==> src/rtl/clock_reset_sequenced_broadcast.sv <==
// Clock fan-out with staggered per-channel reset release, enable masking and
// software-requested per-channel reset pulses.

module clock_reset_channel #(
    parameter int HOLD_CYCLES = 8
) (
    input  logic clk_i,
    input  logic rst_i,
    input  logic run_i,
    input  logic rel_wr_i,
    input  logic mask_i,
    input  logic req_i,
    output logic rst_o,
    output logic active_o
);
    localparam int SW = $clog2(HOLD_CYCLES + 1);

    logic [SW-1:0] sc_q, sc_d;
    logic          rst_q, rst_d;

    always_comb begin
        sc_d  = sc_q;
        rst_d = rst_q;
        if (run_i) begin
            if (req_i) begin
                sc_d  = SW'(HOLD_CYCLES);
                rst_d = 1'b1;
            end else if (sc_q != '0) begin
                sc_d  = sc_q - SW'(1);
                // Last counted cycle hands the bit back to the mask.
                rst_d = (sc_q > SW'(1)) | ~mask_i;
            end else begin
                rst_d = ~mask_i;
            end
        end else if (rel_wr_i) begin
            rst_d = ~mask_i;
        end
    end

    always_ff @(posedge clk_i) begin
        if (rst_i) begin
            sc_q  <= '0;
            rst_q <= 1'b1;
        end else begin
            sc_q  <= sc_d;
            rst_q <= rst_d;
        end
    end

    assign rst_o    = rst_q;
    assign active_o = (sc_d != '0);
endmodule

module clock_reset_sequenced_broadcast #(
    parameter int NUM_OUT     = 5,
    parameter int HOLD_CYCLES = 8,
    parameter int STAGGER     = 4
) (
    input  logic               auto_in_clock,
    input  logic               auto_in_reset,
    input  logic [NUM_OUT-1:0] channel_mask,
    input  logic [NUM_OUT-1:0] soft_reset_req,
    output logic [NUM_OUT-1:0] auto_out_clock,
    output logic [NUM_OUT-1:0] auto_out_reset,
    output logic               seq_done,
    output logic               busy
);
    localparam int MAXC = (HOLD_CYCLES > STAGGER) ? HOLD_CYCLES : STAGGER;
    localparam int CW   = $clog2(MAXC + 1);
    localparam int IW   = (NUM_OUT > 1) ? $clog2(NUM_OUT) : 1;

    typedef enum logic [1:0] {S_HOLD, S_RELEASE, S_RUN} state_t;

    state_t             state_q, state_d;
    logic [CW-1:0]      cnt_q, cnt_d;
    logic [IW-1:0]      idx_q, idx_d;
    logic               done_q, done_d;
    logic               busy_q;
    logic [NUM_OUT-1:0] rel_wr, act;

    assign auto_out_clock = {NUM_OUT{auto_in_clock}};

    always_comb begin
        state_d = state_q;
        cnt_d   = cnt_q;
        idx_d   = idx_q;
        done_d  = done_q;
        rel_wr  = '0;
        case (state_q)
            S_HOLD: begin
                if (cnt_q == CW'(HOLD_CYCLES - 1)) begin
                    state_d = S_RELEASE;
                    cnt_d   = '0;
                end else begin
                    cnt_d = cnt_q + CW'(1);
                end
            end
            S_RELEASE: begin
                // Slot length is fixed, so masked channels still consume time.
                for (int i = 0; i < NUM_OUT; i++)
                    rel_wr[i] = (cnt_q == '0) && (idx_q == IW'(i));
                if (cnt_q == '0 && idx_q == IW'(NUM_OUT - 1)) begin
                    state_d = S_RUN;
                    done_d  = 1'b1;
                    cnt_d   = '0;
                end else if (cnt_q == CW'(STAGGER - 1)) begin
                    cnt_d = '0;
                    idx_d = idx_q + IW'(1);
                end else begin
                    cnt_d = cnt_q + CW'(1);
                end
            end
            S_RUN:   done_d = 1'b1;
            default: state_d = S_HOLD;
        endcase
    end

    always_ff @(posedge auto_in_clock) begin
        if (auto_in_reset) begin
            state_q <= S_HOLD;
            cnt_q   <= '0;
            idx_q   <= '0;
            done_q  <= 1'b0;
            busy_q  <= 1'b1;
        end else begin
            state_q <= state_d;
            cnt_q   <= cnt_d;
            idx_q   <= idx_d;
            done_q  <= done_d;
            busy_q  <= (state_d != S_RUN) | (|act);
        end
    end

    for (genvar g = 0; g < NUM_OUT; g++) begin : g_ch
        clock_reset_channel #(.HOLD_CYCLES(HOLD_CYCLES)) u_ch (
            .clk_i    (auto_in_clock),
            .rst_i    (auto_in_reset),
            .run_i    (state_q == S_RUN),
            .rel_wr_i (rel_wr[g]),
            .mask_i   (channel_mask[g]),
            .req_i    (soft_reset_req[g]),
            .rst_o    (auto_out_reset[g]),
            .active_o (act[g])
        );
    end

    assign seq_done = done_q;
    assign busy     = busy_q;
endmodule

==> config.mk <==
export PLATFORM = sky130hd
export DESIGN_NAME = clock_reset_sequenced_broadcast
export DESIGN_NICKNAME = d
export VERILOG_FILES = /design/src/rtl/clock_reset_sequenced_broadcast.sv
export SDC_FILE = /design/constraint.sdc
export NUM_CORES = 1
export LEC_CHECK = 0
export CAP_MARGIN = 20
export CORE_UTILIZATION = 46
export CTS_CLUSTER_DIAMETER = 80
export DETAILED_ROUTE_END_ITERATION = 8
export PLACE_DENSITY_LB_ADDON = 0.08
export SLEW_MARGIN = 0
export SYNTH_ARGS = -nofsm -noshare
export SYNTH_HDL_FRONTEND = slang
export SYNTH_HIERARCHICAL = 1
export SYNTH_SLANG_ARGS = --single-unit
==> constraint.sdc <==
create_clock -name auto_in_clock -period 3.25 [get_ports auto_in_clock]
set_clock_uncertainty 0.05 [all_clocks]
set_input_delay 0.975 -clock auto_in_clock [delete_from_list [all_inputs] [get_ports auto_in_clock]]
set_output_delay 0.975 -clock auto_in_clock [all_outputs]
set_load 0.01 [all_outputs]
---- Yosys cells after proc, flatten, opt, wreduce, memory -nomap -nowiden ----
Cells that the tools add are included.
storage, ports and cells
  output and inout bits ................... 12
  register bits ........................... 36
operators by class
  muxes and demuxes ....................... 45
  $add $sub $neg .......................... 7
  bitwise operators ....................... 12
  reduce and logical (&&, ||, !) cells .... 28
  eq/ne operators ......................... 10
  magnitude comparators ................... 5
operator list
  operator                                                                          number
  4-bit two-way mux                                                                 18
  4-bit nonzero test                                                                10
  1-bit two-way mux                                                                 21
  4-bit by 1-bit greater-than comparator with 1-bit output (second input constant)  5
  4-bit by 1-bit subtractor with 4-bit output (second input constant)               5
  2-bit nonzero test                                                                7
  4-bit one-hot mux with 2 select lines                                             1
  3-bit by 2-bit equality test with 1-bit output (second input constant)            2
  1-bit inverter                                                                    6
  1-bit bitwise OR                                                                  6
  2-bit one-hot mux with 3 select lines                                             1
  1-bit logical AND                                                                 5
  5-bit two-way mux                                                                 1
  5-bit OR reduction                                                                1
  4-bit by 1-bit adder with 4-bit output (second input constant)                    1
  4-bit by 2-bit equality test with 1-bit output (second input constant)            1
  4-bit by 3-bit equality test with 1-bit output (second input constant)            1
  4-bit logical NOT                                                                 1
  2-bit two-way mux                                                                 2
  2-bit != test (second input constant)                                             2
  3-bit by 1-bit adder with 3-bit output (second input constant)                    1
  3-bit by 1-bit equality test with 1-bit output (second input constant)            1
  3-bit equality test (second input constant)                                       1
  3-bit logical NOT                                                                 1
  6 further kinds                                                                   6

---- Longest topological paths before layout ----
  depth in word-level cells ............... 7
  gate-level depth with buffers ........... 10

---- Cells and area by module ----
Netlist, hierarchy kept.
modules (own cells, without submodules)
  module                                  instances  area an instance (sq um)  cells an instance
  clock_reset_channel (g_ch[0].u_ch ...)  4          414.1                     50
  clock_reset_sequenced_broadcast         1          684.4                     78
  clock_reset_channel (g_ch[2].u_ch)      1          365.4                     45

==> impl_metrics.tcl <==
set metrics [dict create \
    pre_cts_ws_ns -0.0536 \
    path_clk_slew_ns 0.07 \
    yosysTopAreaCell "dfxtp_1" \
    num-nets-final 383 \
    avgSynthCellArea_sq_um 8.38 \
    async_flop_share_pct 0 \
    drv_slew 0 \
    post_drt_wl_per_cell_um 13.3 \
    finalHoldViolations 0 \
    r2r_slack_ns 0.31 \
    grt.total_usage_pct 19.8 \
    drt-pass1-iter-count 5 \
    max-cap-violations 0 \
    drt_iter0_markers 74 \
    ff2ff_path_depth 9 \
    worstSetupEndpoint "auto_out_clock[1]" \
    seqPwrFrac_pct 41.7 \
    clk_latency_ns 0.40 \
    synth_cells 323 \
    cts_setup_buffers 0 \
    cp.required_ns 2.22 \
    crit_arrival_ns 2.14 \
    vias 2359 \
    routed_wirelength_um 5590 \
    num_io_pins 24 \
    grt_pass1_vias 2231 \
    yosys-top-cells-count "36 x dfxtp_1, 33 x inv_1, 26 x a21oi_1, 22 x ha_1" \
    crit_start "auto_in_clock" \
    cts_tree "yes" \
    rsz0062_at_grt "no" \
    place.port_buffers 23 \
    yosysSeqAreaShare_pct 26.6 \
    ir_drop_mv 0.424 \
    syn-num-nets 357 \
    grt_max_degree 32 \
    num_antenna_cells 0 \
    p_comb_share_pct 5.7 \
    r2r_start "state_q[0]$_SDFF_PP0_" \
    start_util_pct 48.6 \
    postRouteAntennaNets 0 \
    synth-main-ff-cell "dfxtp_1" \
    synth.distinct_cells 47 \
    syn_to_final_growth_pct 14.4 \
    synth_edf_count 0 \
    dieArea_sq_um 6190 \
    final_util_pct 55.6 \
    gp_congestion 0.825 \
    viasPerCell 5.59 \
    synth.area.top_cells "dfxtp_1 27%, ha_1 10%, a21oi_1 4.8%" \
    crit_fanout 3 \
    slew_headroom_pct 67.6 \
    rows 27 \
    core_sq_um 5570 \
    drive_gt1_share_pct 12.0 \
    setup_viol 0 \
    swShare_pct 25.8 \
    hold-worst-slack_ns 0.433 \
    switchingPower_uw 278 \
    tns_ns 0 \
    antenna_found_initial 0 \
    dp_hpwl_um 3970 \
    p_leak_nw 1.27 \
    yosysMostFrequentCell "dfxtp_1" \
    final_area_sq_um 3100 \
    grt_pass1_wl_um 9720 \
    worst_slack_ns 0.0818 \
    synth_area_sq_um 2710 \
    synth-seq-cells 36 \
    die_y_um 78.7 \
    synth_top_area_share_pct 26.6 \
    p_clk_share_pct 52.7 \
    tightest_slew_ns 0.481 \
    crit-reg2reg-capture "busy$_SDFF_PP1_" \
    cp-start-kind "clock port" \
    placed_cell_area_sq_um 2970 \
    power.density_nw_per_um2 348 \
    die-width_um 78.7 \
    cp-end-kind "output pin" \
    run_status "completed" \
    grt_overflow_total 0 \
    p_int_uw 799 \
    drc_errors 0 \
    yosys_warnings 6 \
    critPathKind "clk2out" \
    hold_class "reg2reg" \
]
layer usage:
layer / share of wire (%) / global-route usage, %
met3: 4.0 / 6.32
met2: 47 / 32.1
met5: 0 / 0
met4: 0.91 / 7.41
met1: 48 / 24.4
worst max-delay path, stage by stage:
cell and delay (ns):
clkbuf_8 0.12, clkbuf_8 0.12, dlygate4sd2_1 0.28
how the worst min path moves through the flow:
stage / end / depth (start not counted) / startpoint / slack, ns
after CTS: seq_done$_SDFFE_PP0P_ / 2 / seq_done$_SDFFE_PP0P_ / 0.44
after floorplan: idx_q[1]$_SDFFE_PP0P_ / 2 / idx_q[1]$_SDFFE_PP0P_ / 0.43
after global placement: seq_done$_SDFFE_PP0P_ / 2 / seq_done$_SDFFE_PP0P_ / 0.43
final: seq_done$_SDFFE_PP0P_ / 2 / seq_done$_SDFFE_PP0P_ / 0.43
after global routing: seq_done$_SDFFE_PP0P_ / 2 / seq_done$_SDFFE_PP0P_ / 0.46
after detailed placement: seq_done$_SDFFE_PP0P_ / 2 / seq_done$_SDFFE_PP0P_ / 0.43
per-stage QoR:
step / power [mW] / std cells
after detailed placement: 0.677 / 410
after floorplan: 0.614 / 323
final: 1.08 / 422
after CTS: 1.10 / 422
after global routing: 1.12 / 422
after global placement: 0.677 / 410
power groups by stage:
| stage | Combinational, mW | Clock, mW | Sequential, mW |
|---|---|---|---|
| after detailed placement | 0.0616 | 0.156 | 0.459 |
| final | 0.0610 | 0.567 | 0.449 |
| after CTS | 0.0620 | 0.587 | 0.449 |
| after global routing | 0.0680 | 0.606 | 0.449 |
| after global placement | 0.0616 | 0.156 | 0.459 |
| after floorplan | 0.0296 | 0.127 | 0.458 |
sequential cells by signal (all words and copies together), names as in the netlist:
signal and flops:
busy 1, cnt_q 4, g_ch.u_ch/rst_o 5, g_ch.u_ch/sc_q 20, idx_q 3, seq_done 1
state_q 2
final cells by class:
type	count	area (sq um)
Clock buffer	16	176
Clock inverter	1	5.00
Fill cell	528	2480
Inverter	34	130
Multi-Input combinational cell	236	1710
Sequential cell	36	721
Tap cell	72	90.1
Timing Repair Buffer	27	260
placed cells by master, fill, tap and decap left out, drive strengths merged, types with 2 or more instances in the layout:
master         count
a211o              5
a211oi             8
a21oi             26
a31o               5
a31oi              2
a32o               2
and2              12
buf                9
clkbuf            11
clkdlybuf4s50     18
dfxtp             36
dlygate4sd2        5
ha                22
inv               34
nand2             15
nand2b            12
nand3              3
nand4b             2
nor2               7
nor2b              6
nor3              14
nor3b             11
nor4              10
o2111ai            4
o211ai             4
o21ai             15
o21ba              8
o21bai             8
o311a              4
o32a               4
or2                8
or4                2
or4b               4
logic make-up (layout without fill, tap and decap cells):
logic type	Yosys count	in the layout	synth area share (%)
flops	36	36	26.6
buf+inv	51	78	10.0
compound gates	101	101	27.0
fa+ha+maj	22	22	10.2
simple gates	110	110	25.0
mux	2	2	0.786
xor+xnor	1	1	0.324
repair_timing:
action / 4_1_cts / 5_1_grt
endpoints found under the setup margin: 5 / 0
resized for setup: 5 / 0
hold buffers: 0 / 0
Power figures use the tool's default switching activity.
